$ cat src/rtl/dsp_pkg.sv
// Shared types for the DSP subsystem stream/memory bridges.
// Holds the memory_writer FSM encoding and the default frame-length ceiling.
package dsp_pkg;

    typedef enum logic [1:0] {
        MW_IDLE  = 2'd0,
        MW_WRITE = 2'd1,
        MW_DROP  = 2'd2
    } memory_writer_state_t;

    localparam int MW_ADDR_W     = 13;
    localparam int MW_MAX_POINTS = 8192;

endpackage

$ cat src/rtl/memory_writer.sv
// Avalon-ST sink to memory write-port bridge: stores one sop..eop frame of
// samples at addresses 0..N-1 and pulses done (full frame) or error (framing fault).
module memory_writer
    import dsp_pkg::*;
#(
    parameter int DATA_W = 32,
    parameter int ADDR_W = MW_ADDR_W
) (
    input  logic              clk,
    input  logic              rst_n,
    input  logic [DATA_W-1:0] memory_writer_sink_data,
    input  logic              memory_writer_sink_valid,
    input  logic              memory_writer_sink_sop,
    input  logic              memory_writer_sink_eop,
    output logic              memory_writer_sink_ready,
    input  logic              memory_writer_hold,
    input  logic [ADDR_W:0]   memory_writer_number_of_points,
    output logic [ADDR_W-1:0] memory_writer_writeaddress,
    output logic              memory_writer_write,
    output logic [DATA_W-1:0] memory_writer_writedata,
    output logic              memory_writer_done,
    output logic              memory_writer_error
);

    localparam logic [ADDR_W:0] MAX_POINTS = {1'b1, {ADDR_W{1'b0}}};
    localparam logic [ADDR_W:0] ONE_POINT  = {{ADDR_W{1'b0}}, 1'b1};
    localparam logic [ADDR_W:0] NO_POINTS  = {(ADDR_W+1){1'b0}};

    // Zero or oversize lengths mean "the whole buffer".
    function automatic logic [ADDR_W:0] clamp_points(input logic [ADDR_W:0] n);
        if ((n == NO_POINTS) || (n > MAX_POINTS)) begin
            return MAX_POINTS;
        end else begin
            return n;
        end
    endfunction

    memory_writer_state_t state_r, state_s;
    logic [ADDR_W:0]      count_r, count_s;
    logic [ADDR_W:0]      npts_r, npts_s;
    logic [ADDR_W:0]      count_inc_s;
    logic [ADDR_W:0]      npts_new_s;
    logic                 ready_s;
    logic                 accept_s;
    logic                 wr_s;
    logic [ADDR_W-1:0]    waddr_s;
    logic                 done_s;
    logic                 err_s;

    // Sink readiness: only an idle bridge honours hold, and nothing is taken in reset.
    always_comb begin
        ready_s = 1'b0;
        if (!rst_n) begin
            ready_s = 1'b0;
        end else if (state_r == MW_IDLE) begin
            ready_s = !memory_writer_hold;
        end else begin
            ready_s = 1'b1;
        end
    end

    assign memory_writer_sink_ready = ready_s;
    assign accept_s    = memory_writer_sink_valid & ready_s;
    assign count_inc_s = count_r + ONE_POINT;
    assign npts_new_s  = clamp_points(memory_writer_number_of_points);

    // Next-state and per-beat write/done/error decisions.
    always_comb begin
        state_s = state_r;
        count_s = count_r;
        npts_s  = npts_r;
        wr_s    = 1'b0;
        waddr_s = {ADDR_W{1'b0}};
        done_s  = 1'b0;
        err_s   = 1'b0;
        if (accept_s) begin
            if (memory_writer_sink_sop) begin
                // A sop always starts a fresh frame; mid-frame it is also a fault.
                npts_s  = npts_new_s;
                wr_s    = 1'b1;
                waddr_s = {ADDR_W{1'b0}};
                count_s = ONE_POINT;
                err_s   = (state_r != MW_IDLE);
                if ((npts_new_s == ONE_POINT) || memory_writer_sink_eop) begin
                    done_s  = (npts_new_s == ONE_POINT) && memory_writer_sink_eop;
                    err_s   = err_s | (memory_writer_sink_eop && (npts_new_s > ONE_POINT));
                    state_s = MW_IDLE;
                    count_s = NO_POINTS;
                end else begin
                    state_s = MW_WRITE;
                end
            end else begin
                case (state_r)
                    MW_IDLE: begin
                        err_s = 1'b1;
                    end
                    MW_WRITE: begin
                        wr_s    = 1'b1;
                        waddr_s = count_r[ADDR_W-1:0];
                        count_s = count_inc_s;
                        if (count_inc_s == npts_r) begin
                            done_s  = 1'b1;
                            state_s = memory_writer_sink_eop ? MW_IDLE : MW_DROP;
                            count_s = NO_POINTS;
                        end else if (memory_writer_sink_eop) begin
                            err_s   = 1'b1;
                            state_s = MW_IDLE;
                            count_s = NO_POINTS;
                        end else begin
                            state_s = MW_WRITE;
                        end
                    end
                    MW_DROP: begin
                        if (memory_writer_sink_eop) begin
                            err_s   = 1'b1;
                            state_s = MW_IDLE;
                        end else begin
                            state_s = MW_DROP;
                        end
                    end
                    default: begin
                        state_s = MW_IDLE;
                        count_s = NO_POINTS;
                    end
                endcase
            end
        end else begin
            state_s = state_r;
        end
    end

    // FSM, beat counter and latched frame length.
    always_ff @(posedge clk or negedge rst_n) begin
        if (!rst_n) begin
            state_r <= MW_IDLE;
            count_r <= NO_POINTS;
            npts_r  <= MAX_POINTS;
        end else begin
            state_r <= state_s;
            count_r <= count_s;
            npts_r  <= npts_s;
        end
    end

    // Registered write port and status pulses, one cycle after the accept.
    always_ff @(posedge clk or negedge rst_n) begin
        if (!rst_n) begin
            memory_writer_write        <= 1'b0;
            memory_writer_writeaddress <= {ADDR_W{1'b0}};
            memory_writer_writedata    <= {DATA_W{1'b0}};
            memory_writer_done         <= 1'b0;
            memory_writer_error        <= 1'b0;
        end else begin
            memory_writer_write <= wr_s;
            memory_writer_done  <= done_s;
            memory_writer_error <= err_s;
            if (wr_s) begin
                memory_writer_writeaddress <= waddr_s;
                memory_writer_writedata    <= memory_writer_sink_data;
            end else begin
                memory_writer_writeaddress <= memory_writer_writeaddress;
                memory_writer_writedata    <= memory_writer_writedata;
            end
        end
    end

endmodule

$ cat config.mk
export PLATFORM = sky130hd
export DESIGN_NAME = memory_writer
export DESIGN_NICKNAME = d
export VERILOG_FILES = /design/src/rtl/dsp_pkg.sv /design/src/rtl/memory_writer.sv
export SDC_FILE = /design/constraint.sdc
export NUM_CORES = 1
export LEC_CHECK = 0
export BUFFER_PORTS_ARGS = -buffer_cell sky130_fd_sc_hd__clkbuf_2
export CORE_UTILIZATION = 45
export DETAILED_ROUTE_END_ITERATION = 8
export PLACE_DENSITY_LB_ADDON = 0.2
export SYNTH_ARGS = -nofsm -noshare
export SYNTH_HDL_FRONTEND = slang
export SYNTH_SLANG_ARGS = --single-unit
$ cat constraint.sdc
create_clock -name clk -period 3.6 [get_ports clk]
set_input_delay 1.08 -clock clk [delete_from_list [all_inputs] [get_ports clk]]
set_output_delay 1.08 -clock clk [all_outputs]
set_load 0.02 [all_outputs]
# Word level (Yosys, flattened, before mapping)
# Cells that the tools add are included.
# word_totals
regBits	78
in_bits	52
mem_bits_rw	0
latchBits	0
mem_count	0
output_inout_bits	49
mem_bits_ro	0
# op_classes
order_cmp	2
muxes	31
div_mod_pow	0
reduce_logical	12
eq_ne	6
addsub	1
bitwise	2
n_shift	0
n_mul	0
# op_table
op	n
$mux 14	4
$mux 13	3
$pmux 14 s2	1
$mux 1	18
$add 14x1->14 const B	1
$eq 14x1->1 const B	1
$eq 14x14->1	1
$gt 14x1->1 const B	1
$gt 14x14->1 const B	1
$logic_not 14->1	1
$mux 2	3
$pmux 2 s3	1
$reduce_and 2->1	3
$pmux 1 s3	1
$eq 2x1->1 const B	1
$eq 2x2->1 const B	1
$logic_and 1x1->1	2
$logic_not 2->1	1
$logic_or 1x1->1	2
$ne 2x1->1 const B	1
$ne 2x2->1 const B	1
$reduce_bool 2->1	1
$reduce_or 2->1	1
$and 1x1->1	1
2 further kinds	2

# Depth between registers and ports, before layout
# depth
depth_word	9
ltp_mapped	11
mapped_depth_nobuf	8

# Worst setup path before layout
# OpenSTA, ideal clock, no wires.
# synth_timing
path_kind	register -> register
startpoint	register count_r[0]
endpoint	register memory_writer_error
required_time_ps	3478
slack_ps	522
setup_time_ps	122
path_stages_with_launch	12
synth_period_minus_slack_ps	3078
t_arrival_ps	2956
cell_sequence	dfrtp_1 > ha_1 > and4_1 > clkbuf_2 > or3b_2 > xnor2_1 > a2111o_1 > or4_4 > buf_6 > buf_8 > a211oi_2 > nor2_1
# synth_between
elab_chain_len	6
# synth_rtl
element	line	rtl
start: declaration	memory_writer.sv:39	logic [ADDR_W:0] count_r, count_s;
start signal: assignment	memory_writer.sv:140	count_r <= count_s;
$add 14x1->14	memory_writer.sv:64	assign count_inc_s = count_r + ONE_POINT;
$eq 14x14->1	memory_writer.sv:101	if (count_inc_s == npts_r) begin
$mux 1	memory_writer.sv:101	
$pmux 1 s3	memory_writer.sv:93	case (state_r)
$mux 1	memory_writer.sv:77	if (memory_writer_sink_sop) begin
$mux 1	memory_writer.sv:76	if (accept_s) begin
via err_s	memory_writer.sv:48	logic err_s;
end signal: assignment	memory_writer.sv:156	memory_writer_error <= err_s;
end: declaration	memory_writer.sv:22	output logic memory_writer_error
# The timed path passes the listed nets, and every way through them passes these cells.
# A chain may end at the register's enable or synchronous reset.

# Worst setup path in the final report
# layout_timing
startpoint	register count_r[0]
endpoint	register count_r[2]
# layout_between
elab_chain_len	5
word_cells_on_any_way	6
cone_classes	add/sub: 1; eq/ne: 1; mux: 4
# layout_rtl
element	line
$add 14x1->14 *	memory_writer.sv:64
$eq 14x14->1 / $mux 14 (equally long branches)	memory_writer.sv:101, memory_writer.sv:105
$mux 14 *	memory_writer.sv:101
$pmux 14 s2 *	memory_writer.sv:93
$mux 14 *	memory_writer.sv:77
# Every way passes the cells marked *; elsewhere a longest branch is shown, timed or not.

==> metrics.txt <==
post-synthesis simple-gate area fraction 23.3%; fin nets 567; layout cells sized above 1 around a quarter; TritonCTS clock tree yes; peak supply drop 0.309 mV; Syn Area/Cell 9.27 sq um; Startpoint Class register; Commonest cells post-synth nand2_1 (124), dfrtp_1 (77), a22o_1 (20); most common cell in the synthesized netlist nand2_1; Placer Congestion between 0.8 and 0.9; Hold WC Path Type register to register; Fin Hold WS 481 ps; status completed; Synth Register Bits 78; post-layout util a little under three fifths; number of max-cap violations 0; critical path type register to register; xor/xnor share of the synthesized area 2.69%; Post-synth ARST share 100%; GR Util All Layers ~23%; Layout area overhead 17.8%; Worst Max-Slew Pin Slew 967 ps; multiplexer share of the synthesized area 0%; CTS root buf clkbuf_8; largest net degree at the start of global routing 79; Hold-fix buffers, CTS 0; DR WL/cell 15.4 um; CTS buffer count 9; first-pass GRT wire length 15800 um; Die Width 95.1 um; Clk Latency, worst-skew pair 350 ps; io pins just over 100; Rows 33; die height 95.1 um; Initial Util 47.0%; Synth Area in Compound Gates ~16%; # port buffers 100; RSZ-0062 raised after global routing no; Bufs and invs on worst path 0; Worst Skew 8.67 ps; clock sink count 78; fin crit share about 93%; post-CTS setup buffers 0; detailed router's first-iteration violation count 252; via/cell ratio 5.44; Worst-path clk slew 90 ps; Mapped Cells 421; drt drc 0; CP required 3820 ps; DP HPWL a little under 7000 um; r2r setup slk 260 ps; Worst Path Arrival 3550 ps; via count 3370; clk buf depth 2; Slew HR 35.5%; Hold Violations, Final 0; FMAX approximately 300 MHz; number of flops mapped to enable cells by yosys 0; CP top delay family simple AND/OR/NAND/NOR gates; antenna viol nets, final 0; CP Cell Sequence ha_1 -> and4_1 -> or3b_2 -> xnor2_1 -> a2111o_1 -> or4_4 -> nand3b_2 -> o22ai_1; setup TNS 0 ps; area fraction of the dominant cell type after synthesis 49.4%; antenna cells 0; area of the core 0.00830 sq mm; initial antenna violation count 0; Worst setup EP type register; drt total wl ~9500 um; yosys warns 0; Cell variety after synth 59; area share of fa/ha/maj cells after synthesis approximately 1.9%; Seq/Total Area, Yosys 50.1%; # setup viols final 0; CP max stage delay ~630 ps; DR pass1 iterations 5; CP max stage cell or4_4; leakage 2.29 nW; top post-synthesis cells by area dfrtp_1 (49%), nand2_1 (12%), a22o_1 (4.5%); cell taking the most area after synthesis dfrtp_1; ys flop type dfrtp_1; final slew viol count 0; vias in the first global route between 3000 and 4000; die area 0.00905 sq mm; main combinational cell family by area after synthesis simple AND/OR/NAND/NOR gates; Pwr Density about 600 mW/mm^2; Gates resized, CTS repair 0; mapped cell area a little under 0.004 sq mm; Remaining Overflow, GRT 0; CP Max Fanout 16; Tmin final around 3300 ps; # H-tree levels 3; Net Count, Synth between 400 and 500
worst reg2reg max path, delay by kind of cell, from the launching register on:
| kind | cells | cell delay [ps] |
|---|---|---|
| fa+ha+maj | 1 | 310 |
| xor+xnor | 1 | 140 |
| simple gates | 4 | 1790 |
| flops | 1 | 470 |
| compound gates | 2 | 500 |
power by group:
part           leakage [nW]  total (mW)  switching (mW)  internal, mW
clock network        0.0924       0.608           0.336         0.273
registers              1.02        1.24           0.153          1.09
logic                  1.18       0.904           0.575         0.330
state kept, by name, summed over array words and instances (netlist names):
register,flops
npts_r,14
memory_writer_writeaddress,13
memory_writer_write,1
count_r,14
state_r,2
memory_writer_writedata,32
memory_writer_done,1
memory_writer_error,1
routing by layer:
metal / up-vias / share of wire, % / global-route usage, %
met5: - / 0 / 0
met1: 1632 / 44 / 32.4
met2: 93 / 50 / 34.8
met3: 8 / 4.0 / 4.55
met4: 0 / 1.1 / 6.69
li1: 1637 / - / -
metrics by stage:
| step | instance area (sq um) | worst slack [ps] | cells | power [mW] |
|---|---|---|---|---|
| after global routing | 4590 | 93.5 | 620 | 2.94 |
| after detailed placement | 4410 | 321 | 604 | 2.17 |
| after CTS | 4590 | 306 | 620 | 2.79 |
| after global placement | 4410 | 420 | 604 | 2.14 |
| after floorplan | 3900 | 522 | 421 | 1.83 |
| final | 4590 | 264 | 620 | 2.76 |
worst paths after layout:
check,from,end,cells past startpoint
setup / recovery,count_r[0],count_r[2],8
hold / removal,memory_writer_writedata[8],memory_writer_writedata[8],2
setup reg to reg,count_r[0],count_r[2],8
hold reg to reg,memory_writer_writedata[8],memory_writer_writedata[8],2
max in group asynchronous,rst_n,count_r[4],2
min in group asynchronous,rst_n,memory_writer_writeaddress[10],2
layout make-up:
class                           instances  area, sq um
Tap cell                              105          131
Inverter                               15         56.3
Fill cell                             764         3700
Sequential cell                        78         1950
Timing Repair Buffer                  106          548
Clock buffer                           10          138
Multi-Input combinational cell        300         1720
Clock inverter                          6         47.5
kinds of logic after synthesis:
kind of cell             Yosys count
XOR/XNOR                          12
AND/OR/NAND/NOR                  195
AO/OA/AOI/OAI                     87
buffers and inverters             43
flip-flops                        78
adder cells (fa/ha/maj)            6
placed cells by master, fill, tap and decap left out, types with 3 or more instances in the layout:
master / Yosys / routed
dfrtp_1: 77 / 77
buf_4: 3 / 7
or3_1: 4 / 4
nand2_1: 124 / 124
a21oi_1: 6 / 6
nor4_1: 4 / 4
a22o_1: 20 / 20
nand4_1: 7 / 7
clkbuf_2: 1 / 99
clkinv_4: 0 / 4
inv_1: 15 / 15
xor2_1: 5 / 5
and3_1: 4 / 4
clkbuf_8: 4 / 10
xnor2_1: 7 / 7
nor2_1: 11 / 11
nand2b_1: 9 / 9
o22ai_1: 10 / 10
o21ai_0: 14 / 13
ha_1: 5 / 5
nor4b_1: 3 / 3
nand3_1: 12 / 12
and4_1: 3 / 3
o31ai_1: 3 / 3
a31oi_1: 15 / 15
Power figures use the tool's default switching activity.
